--- config.mk ---
export PLATFORM = sky130hd
export DESIGN_NAME = buf_tag_scheduler_flat
export DESIGN_NICKNAME = d
export VERILOG_FILES = /design/src/rtl/buf_tag_scheduler_pkg.sv /design/src/rtl/buf_tag_scheduler_if.sv /design/src/rtl/buf_tag_port_fsm.sv /design/src/rtl/buf_tag_scheduler.sv /design/src/flat_wrapper.sv
export SDC_FILE = /design/constraint.sdc
export NUM_CORES = 1
export LEC_CHECK = 0
export BUFFER_PORTS_ARGS = -buffer_cell sky130_fd_sc_hd__buf_2
export CAP_MARGIN = 30
export CORE_ASPECT_RATIO = 1.25
export CORE_MARGIN = 3
export CORE_UTILIZATION = 40
export DETAILED_ROUTE_END_ITERATION = 10
export PLACE_DENSITY = 0.88
export SYNTH_ARGS = -nofsm -noshare
export SYNTH_HDL_FRONTEND = slang
export SYNTH_SLANG_ARGS = --single-unit
--- constraint.sdc ---
create_clock -name clk -period 2.9 [get_ports clk]
set_input_delay 0.58 -clock clk [delete_from_list [all_inputs] [get_ports clk]]
set_output_delay 0.58 -clock clk [all_outputs]
set_load 0.05 [all_outputs]
--- src/rtl/buf_tag_scheduler_pkg.sv ---
`default_nettype none
// ------------------------------------------------------------------
// buf_tag_scheduler_pkg: per-tag state and port-FSM encodings
// Rev 1.0
// ------------------------------------------------------------------
package buf_tag_scheduler_pkg;

  typedef logic [1:0] tag_st_t;

  localparam tag_st_t TAG_EMPTY     = 2'b00;
  localparam tag_st_t TAG_LOADING   = 2'b01;
  localparam tag_st_t TAG_READY     = 2'b10;
  localparam tag_st_t TAG_COMPUTING = 2'b11;

  // Shared by loader (L_IDLE/L_OWN) and consumer (C_IDLE/C_OWN)
  localparam logic [0:0] P_IDLE = 1'b0;
  localparam logic [0:0] P_OWN  = 1'b1;

endpackage : buf_tag_scheduler_pkg
`default_nettype wire

--- src/rtl/buf_tag_scheduler_if.sv ---
`default_nettype none
// ------------------------------------------------------------------
// buf_tag_scheduler_if: loader/consumer handshake and tagged addresses
// Rev 1.0
// ------------------------------------------------------------------
interface buf_tag_scheduler_if #(
  parameter int NUM_TAGS  = 2,
  parameter int WR_ADDR_W = 13,
  parameter int RD_ADDR_W = 12
);
  localparam int TAG_W = $clog2(NUM_TAGS);

  logic                      ld_req;
  logic                      ld_mode;
  logic                      ld_grant;
  logic [TAG_W-1:0]          ld_tag;
  logic                      ld_done;
  logic [WR_ADDR_W-1:0]      ld_addr;
  logic [TAG_W+WR_ADDR_W-1:0] tag_wr_addr;
  logic                      cp_req;
  logic                      cp_grant;
  logic [TAG_W-1:0]          cp_tag;
  logic                      cp_mode;
  logic                      cp_done;
  logic [RD_ADDR_W-1:0]      cp_addr;
  logic [TAG_W+RD_ADDR_W-1:0] tag_rd_addr;
  logic [2*NUM_TAGS-1:0]     tag_state;
  logic                      proto_err;

  modport master (
    output ld_req, ld_mode, ld_done, ld_addr, cp_req, cp_done, cp_addr,
    input  ld_grant, ld_tag, tag_wr_addr, cp_grant, cp_tag, cp_mode,
           tag_rd_addr, tag_state, proto_err
  );

  modport slave (
    input  ld_req, ld_mode, ld_done, ld_addr, cp_req, cp_done, cp_addr,
    output ld_grant, ld_tag, tag_wr_addr, cp_grant, cp_tag, cp_mode,
           tag_rd_addr, tag_state, proto_err
  );

endinterface : buf_tag_scheduler_if
`default_nettype wire

--- src/rtl/buf_tag_port_fsm.sv ---
`default_nettype none
// ------------------------------------------------------------------
// buf_tag_port_fsm: IDLE/OWN owner of one tag, round-robin pointer
// Rev 1.0
// ------------------------------------------------------------------
module buf_tag_port_fsm
  import buf_tag_scheduler_pkg::*;
#(
  parameter int      NUM_TAGS = 2,
  parameter int      TAG_W    = 1,
  parameter tag_st_t FROM_ST  = TAG_EMPTY,
  parameter tag_st_t TO_ST    = TAG_LOADING,
  parameter tag_st_t DONE_ST  = TAG_READY
) (
  input  logic                  clk,
  input  logic                  reset,
  input  logic                  req_i,
  input  logic                  done_i,
  input  logic [2*NUM_TAGS-1:0] tag_state_i,
  output logic                  grant_o,
  output logic [TAG_W-1:0]      tag_o,
  output logic [TAG_W-1:0]      ptr_o,
  output logic                  take_o,
  output logic                  set_o,
  output logic [TAG_W-1:0]      set_tag_o,
  output tag_st_t               set_val_o,
  output logic                  err_o
);

  logic [0:0]       fsm_q, fsm_d;
  logic [TAG_W-1:0] ptr_q, ptr_d;
  logic [TAG_W-1:0] tag_q, tag_d;
  logic             grant_q, grant_d;
  tag_st_t          w_ptr_st;

  assign w_ptr_st = tag_state_i[{ptr_q, 1'b0} +: 2];

  always_ff @(posedge clk) begin
    if (!reset) begin
      fsm_q   <= P_IDLE;
      ptr_q   <= '0;
      tag_q   <= '0;
      grant_q <= 1'b0;
    end else begin
      fsm_q   <= fsm_d;
      ptr_q   <= ptr_d;
      tag_q   <= tag_d;
      grant_q <= grant_d;
    end
  end

  always_comb begin
    fsm_d   = fsm_q;
    ptr_d   = ptr_q;
    tag_d   = tag_q;
    grant_d = 1'b0;
    case (fsm_q)
      P_IDLE: begin
        if (take_o) begin
          fsm_d   = P_OWN;
          tag_d   = ptr_q;
          grant_d = 1'b1;
        end
      end
      P_OWN: begin
        if (done_i) begin
          fsm_d = P_IDLE;
          ptr_d = ptr_q + TAG_W'(1);
        end
      end
      default: fsm_d = P_IDLE;
    endcase
  end

  // Take and release are exclusive, so one state-write port suffices
  always_comb begin
    take_o    = (fsm_q == P_IDLE) && req_i && (w_ptr_st == FROM_ST);
    err_o     = (fsm_q == P_IDLE) && done_i;
    set_o     = 1'b0;
    set_tag_o = ptr_q;
    set_val_o = TO_ST;
    if (take_o) begin
      set_o = 1'b1;
    end else if ((fsm_q == P_OWN) && done_i) begin
      set_o     = 1'b1;
      set_tag_o = tag_q;
      set_val_o = DONE_ST;
    end
  end

  assign grant_o = grant_q;
  assign tag_o   = tag_q;
  assign ptr_o   = ptr_q;

endmodule : buf_tag_port_fsm
`default_nettype wire

--- src/rtl/buf_tag_scheduler.sv ---
`default_nettype none
// ------------------------------------------------------------------
// buf_tag_scheduler: ping-pong tag sequencing between loader and consumer
// Rev 1.0
// ------------------------------------------------------------------
module buf_tag_scheduler
  import buf_tag_scheduler_pkg::*;
#(
  parameter int NUM_TAGS = 2
) (
  input  logic               clk,
  input  logic               reset,
  buf_tag_scheduler_if.slave bus
);

  localparam int TAG_W = $clog2(NUM_TAGS);

  logic [2*NUM_TAGS-1:0] tag_state_q;
  logic [NUM_TAGS-1:0]   mode_q;
  logic                  cp_mode_q;
  logic                  proto_err_q;

  logic             w_l_grant, w_l_take, w_l_set, w_l_err;
  logic [TAG_W-1:0] w_l_tag, w_l_ptr, w_l_set_tag;
  tag_st_t          w_l_set_val;
  logic             w_c_grant, w_c_take, w_c_set, w_c_err;
  logic [TAG_W-1:0] w_c_tag, w_c_ptr, w_c_set_tag;
  tag_st_t          w_c_set_val;

  buf_tag_port_fsm #(
    .NUM_TAGS(NUM_TAGS), .TAG_W(TAG_W),
    .FROM_ST(TAG_EMPTY), .TO_ST(TAG_LOADING), .DONE_ST(TAG_READY)
  ) u_loader (
    .clk(clk), .reset(reset), .req_i(bus.ld_req), .done_i(bus.ld_done),
    .tag_state_i(tag_state_q), .grant_o(w_l_grant), .tag_o(w_l_tag),
    .ptr_o(w_l_ptr), .take_o(w_l_take), .set_o(w_l_set),
    .set_tag_o(w_l_set_tag), .set_val_o(w_l_set_val), .err_o(w_l_err)
  );

  buf_tag_port_fsm #(
    .NUM_TAGS(NUM_TAGS), .TAG_W(TAG_W),
    .FROM_ST(TAG_READY), .TO_ST(TAG_COMPUTING), .DONE_ST(TAG_EMPTY)
  ) u_consumer (
    .clk(clk), .reset(reset), .req_i(bus.cp_req), .done_i(bus.cp_done),
    .tag_state_i(tag_state_q), .grant_o(w_c_grant), .tag_o(w_c_tag),
    .ptr_o(w_c_ptr), .take_o(w_c_take), .set_o(w_c_set),
    .set_tag_o(w_c_set_tag), .set_val_o(w_c_set_val), .err_o(w_c_err)
  );

  // Loader and consumer only ever touch tags in disjoint states, so both writes can land
  always_ff @(posedge clk) begin
    if (!reset) begin
      tag_state_q <= '0;
      mode_q      <= '0;
      cp_mode_q   <= 1'b0;
      proto_err_q <= 1'b0;
    end else begin
      for (int i = 0; i < NUM_TAGS; i++) begin
        if (w_l_set && (w_l_set_tag == TAG_W'(i))) tag_state_q[2*i +: 2] <= w_l_set_val;
        if (w_c_set && (w_c_set_tag == TAG_W'(i))) tag_state_q[2*i +: 2] <= w_c_set_val;
      end
      if (w_l_take) mode_q[w_l_ptr] <= bus.ld_mode;
      if (w_c_take) cp_mode_q <= mode_q[w_c_ptr];
      proto_err_q <= proto_err_q | w_l_err | w_c_err;
    end
  end

  assign bus.ld_grant    = w_l_grant;
  assign bus.ld_tag      = w_l_tag;
  assign bus.tag_wr_addr = {w_l_tag, bus.ld_addr};
  assign bus.cp_grant    = w_c_grant;
  assign bus.cp_tag      = w_c_tag;
  assign bus.cp_mode     = cp_mode_q;
  assign bus.tag_rd_addr = {w_c_tag, bus.cp_addr};
  assign bus.tag_state   = tag_state_q;
  assign bus.proto_err   = proto_err_q;

endmodule : buf_tag_scheduler
`default_nettype wire
--- src/flat_wrapper.sv ---
// flat-port wrapper written by rule: the top's interface ports become plain ports
module buf_tag_scheduler_flat import buf_tag_scheduler_pkg::*;
#(
  parameter int NUM_TAGS = 2
)
  (clk, reset, bus_ld_req, bus_ld_mode, bus_ld_done, bus_ld_addr, bus_cp_req, bus_cp_done, bus_cp_addr, bus_ld_grant, bus_ld_tag, bus_tag_wr_addr, bus_cp_grant, bus_cp_tag, bus_cp_mode, bus_tag_rd_addr, bus_tag_state, bus_proto_err);
  buf_tag_scheduler_if #(.NUM_TAGS(NUM_TAGS)) bus_i ();
  input  logic clk;
  input  logic reset;
  input wire logic [$bits(bus_i.ld_req)-1:0] bus_ld_req;
  input wire logic [$bits(bus_i.ld_mode)-1:0] bus_ld_mode;
  input wire logic [$bits(bus_i.ld_done)-1:0] bus_ld_done;
  input wire logic [$bits(bus_i.ld_addr)-1:0] bus_ld_addr;
  input wire logic [$bits(bus_i.cp_req)-1:0] bus_cp_req;
  input wire logic [$bits(bus_i.cp_done)-1:0] bus_cp_done;
  input wire logic [$bits(bus_i.cp_addr)-1:0] bus_cp_addr;
  output wire logic [$bits(bus_i.ld_grant)-1:0] bus_ld_grant;
  output wire logic [$bits(bus_i.ld_tag)-1:0] bus_ld_tag;
  output wire logic [$bits(bus_i.tag_wr_addr)-1:0] bus_tag_wr_addr;
  output wire logic [$bits(bus_i.cp_grant)-1:0] bus_cp_grant;
  output wire logic [$bits(bus_i.cp_tag)-1:0] bus_cp_tag;
  output wire logic [$bits(bus_i.cp_mode)-1:0] bus_cp_mode;
  output wire logic [$bits(bus_i.tag_rd_addr)-1:0] bus_tag_rd_addr;
  output wire logic [$bits(bus_i.tag_state)-1:0] bus_tag_state;
  output wire logic [$bits(bus_i.proto_err)-1:0] bus_proto_err;
  assign bus_i.ld_req = bus_ld_req;
  assign bus_i.ld_mode = bus_ld_mode;
  assign bus_i.ld_done = bus_ld_done;
  assign bus_i.ld_addr = bus_ld_addr;
  assign bus_i.cp_req = bus_cp_req;
  assign bus_i.cp_done = bus_cp_done;
  assign bus_i.cp_addr = bus_cp_addr;
  assign bus_ld_grant = bus_i.ld_grant;
  assign bus_ld_tag = bus_i.ld_tag;
  assign bus_tag_wr_addr = bus_i.tag_wr_addr;
  assign bus_cp_grant = bus_i.cp_grant;
  assign bus_cp_tag = bus_i.cp_tag;
  assign bus_cp_mode = bus_i.cp_mode;
  assign bus_tag_rd_addr = bus_i.tag_rd_addr;
  assign bus_tag_state = bus_i.tag_state;
  assign bus_proto_err = bus_i.proto_err;
  buf_tag_scheduler #(.NUM_TAGS(NUM_TAGS)) u_core (.clk(clk), .reset(reset), .bus(bus_i));
endmodule
==> run summary <==
status: finished, final reports clean
CP Data Arrival Time: 1.02 ns
via count: 623
site row count: 18
setup_tns: 0 ns
clock sink count: 16
GR Util met3: 0.0342
Top Family by Delay on Critical Path: flip-flops
Worst path max stage delay: 0.43 ns
vias per cell: 5.46
Final ANT Viol Nets: 0
VDD IR max: 0.308 mV
Num CTS Buffers: 3
Initial DRT Pass Iterations: 4
Starting Density: 0.430
CTS H-Tree Depth: 1
share of cells above drive strength 1: 0.266
Max Freq: 0.626 GHz
Mean Syn Cell Area: 8.71 sq um
clock slew at reported path FFs: 0.10 ns
GRT Util Overall: 0.118
Post-CTS Setup Inserts: 0
initial antenna violation count: 0
pin count of the biggest net entering global routing: 16
Fin Clk Skew: 0.00731 ns
Crit Path Class: reg2out
synthesized area: 871 sq um
worst min-delay path class: reg2reg
most used routing layer: met2
slew of the pin with the lowest slew margin: 0.369 ns
DP HPWL: 1270 um
Longest Clk Path Bufs: 2
max reg flops: 4
leakage power: 0.000388 uW
GR met2 Demand/Resource: 0.198
CP required: 2.32 ns
IO Port Bufs: 18
Overflow after GRT: 0
first-pass GRT wire length: 2460 um
Setup crit end kind: primary output
vias in the first global route: 600
Clock Latency Late Sink: 0.28 ns
Die X-Extent: 47.7 um
hold_buf cts: 0
syn nets: 132
dpl cells: 110
Nets: 127
Final Max Tran Viols: 0
CP max FO: 6
part of the cycle the worst path needs: 0.550
Final Core Density: 0.402
RD Place Congestion: 0.818
WP buf/inv: 1
Syn Inst Count: 100
Yosys cell types: 28
Yosys warnings: 0
Routed WL: 1600 um
pwr/cell area: 633 mW/mm^2
Min Hold Slack: 0.474 ns
boundary pin count: 69
Final Hold Vio Count: 0
slew margin rel.: 0.754
startpoint types: register
Final min period: 1.60 ns
cells along the critical path: buf_2
Die Y: 58.2 um
Final setup viols: 0
drt drc: 0
TritonCTS clock tree: done
Root Driver: clkbuf_4
final std cells w/o fill: 114
Synth Register Bits: 16
Starting DRT DRC Count: 25
Placed Instance Area: 779 sq um
Layout area overhead: -6.32%
Wirelength per Cell: 14.1 um
final instance area: 816 sq um
post-cts resize count: 0
register area share after synthesis: 0.368
die area: 0.00278 sq mm
# diodes: 0
RSZ-0062 raised after global routing: no
core area: 0.00203 sq mm
Critical-path top delay cell: dfxtp_1
maxcap violations: 0
met1 global-route usage: 0.119
[tightest hold or removal path, delay by kind of cell, from the launching register on]
kind / cells / cell delay, ns
and+or+nand+nor: 1 / 0.05
DFF: 1 / 0.32
AOI/OAI and AO/OA: 1 / 0.07
[path summary, 6_finish.rpt]
kind / slack, ns / start / to / cells after the start
min: 0.47 / u_core.mode_q[1] / u_core.mode_q[1] / 2
min reg2reg: 0.47 / u_core.mode_q[1] / u_core.mode_q[1] / 2
max: 1.30 / u_core.u_loader.tag_o / bus_ld_tag / 1
max reg2reg: 1.70 / u_core.u_consumer.fsm_q / u_core.bus.tag_state[0] / 3
[cell usage after synthesis (all sizes together)]
| cell | count | share of area |
|---|---|---|
| a21boi | 2 | 0.017 |
| a21oi | 3 | 0.022 |
| a22oi | 1 | 0.0086 |
| a31oi | 1 | 0.0072 |
| and2 | 4 | 0.029 |
| and3 | 1 | 0.0072 |
| buf | 27 | 0.23 |
| clkbuf | 1 | 0.0043 |
| dfxtp | 16 | 0.37 |
| inv | 4 | 0.017 |
| mux2i | 1 | 0.011 |
| nand2 | 8 | 0.034 |
| nand2b | 3 | 0.030 |
| nand3 | 5 | 0.029 |
| nand4 | 1 | 0.0072 |
| nor2 | 3 | 0.013 |
| nor2b | 3 | 0.022 |
| nor3 | 2 | 0.011 |
| nor3b | 1 | 0.014 |
| o211a | 3 | 0.034 |
| o21a | 3 | 0.026 |
| o21ai | 2 | 0.011 |
| o22ai | 1 | 0.0072 |
| o31ai | 1 | 0.0086 |
| or3 | 1 | 0.0072 |
| xnor2 | 2 | 0.020 |
[stage by stage]
step	worst slack, ns	power (uW)
2_1_floorplan	1.35	441
3_3_place_gp	1.51	371
3_5_place_dp	1.48	376
4_1_cts	1.31	518
5_1_grt	1.29	536
6_report	1.30	516
[cell families after synthesis]
logic type                after synthesis  share of synthesized area
xor gates and xnor gates                2                     0.0201
buffers and inverters                  32                      0.254
muxes                                   1                     0.0115
AOI/OAI and AO/OA                      17                      0.142
DFF                                    16                      0.368
and+or+nand+nor                        32                      0.204
[power by group]
group	total [uW]	internal, uW	switching, uW	leakage, uW
Clock	145	76.3	68.9	0.0000210
Combinational	120	35.2	84.5	0.000236
Sequential	251	236	14.9	0.000131
Total	516	348	168	0.000388
[layout make-up]
cell class / instances / area [sq um]
Fill cell: 212 / 1210
Inverter: 4 / 15.0
Sequential cell: 16 / 320
Timing Repair Buffer: 18 / 90.1
Clock buffer: 4 / 36.3
Tap cell: 20 / 25.0
Multi-Input combinational cell: 52 / 329
[routing by layer]
metal | routed length (um) | share of wire
met1 | 537 | 0.33
met2 | 845 | 0.53
met3 | 208 | 0.13
met4 | 10 | 0.0062
met5 | 0 | 0
[layout by cell type (no fill, tap or decap)]
cell / count
inv_1: 4
nand2b_4: 1
and2_1: 4
o21a_1: 3
o22ai_1: 1
a21oi_2: 1
a21oi_1: 2
and3_1: 1
o211a_1: 3
clkbuf_8: 1
o21ai_0: 2
nor2b_1: 3
nor2_1: 3
clkbuf_4: 3
xnor2_1: 2
a31oi_1: 1
nand2_1: 8
a21boi_0: 2
nor3_1: 2
o31ai_1: 1
nand3_1: 5
nor3b_2: 1
a22oi_1: 1
dfxtp_1: 16
nand4_1: 1
or3_1: 1
nand2b_1: 2
mux2i_1: 1
buf_2: 18
Power figures use the tool's default switching activity.
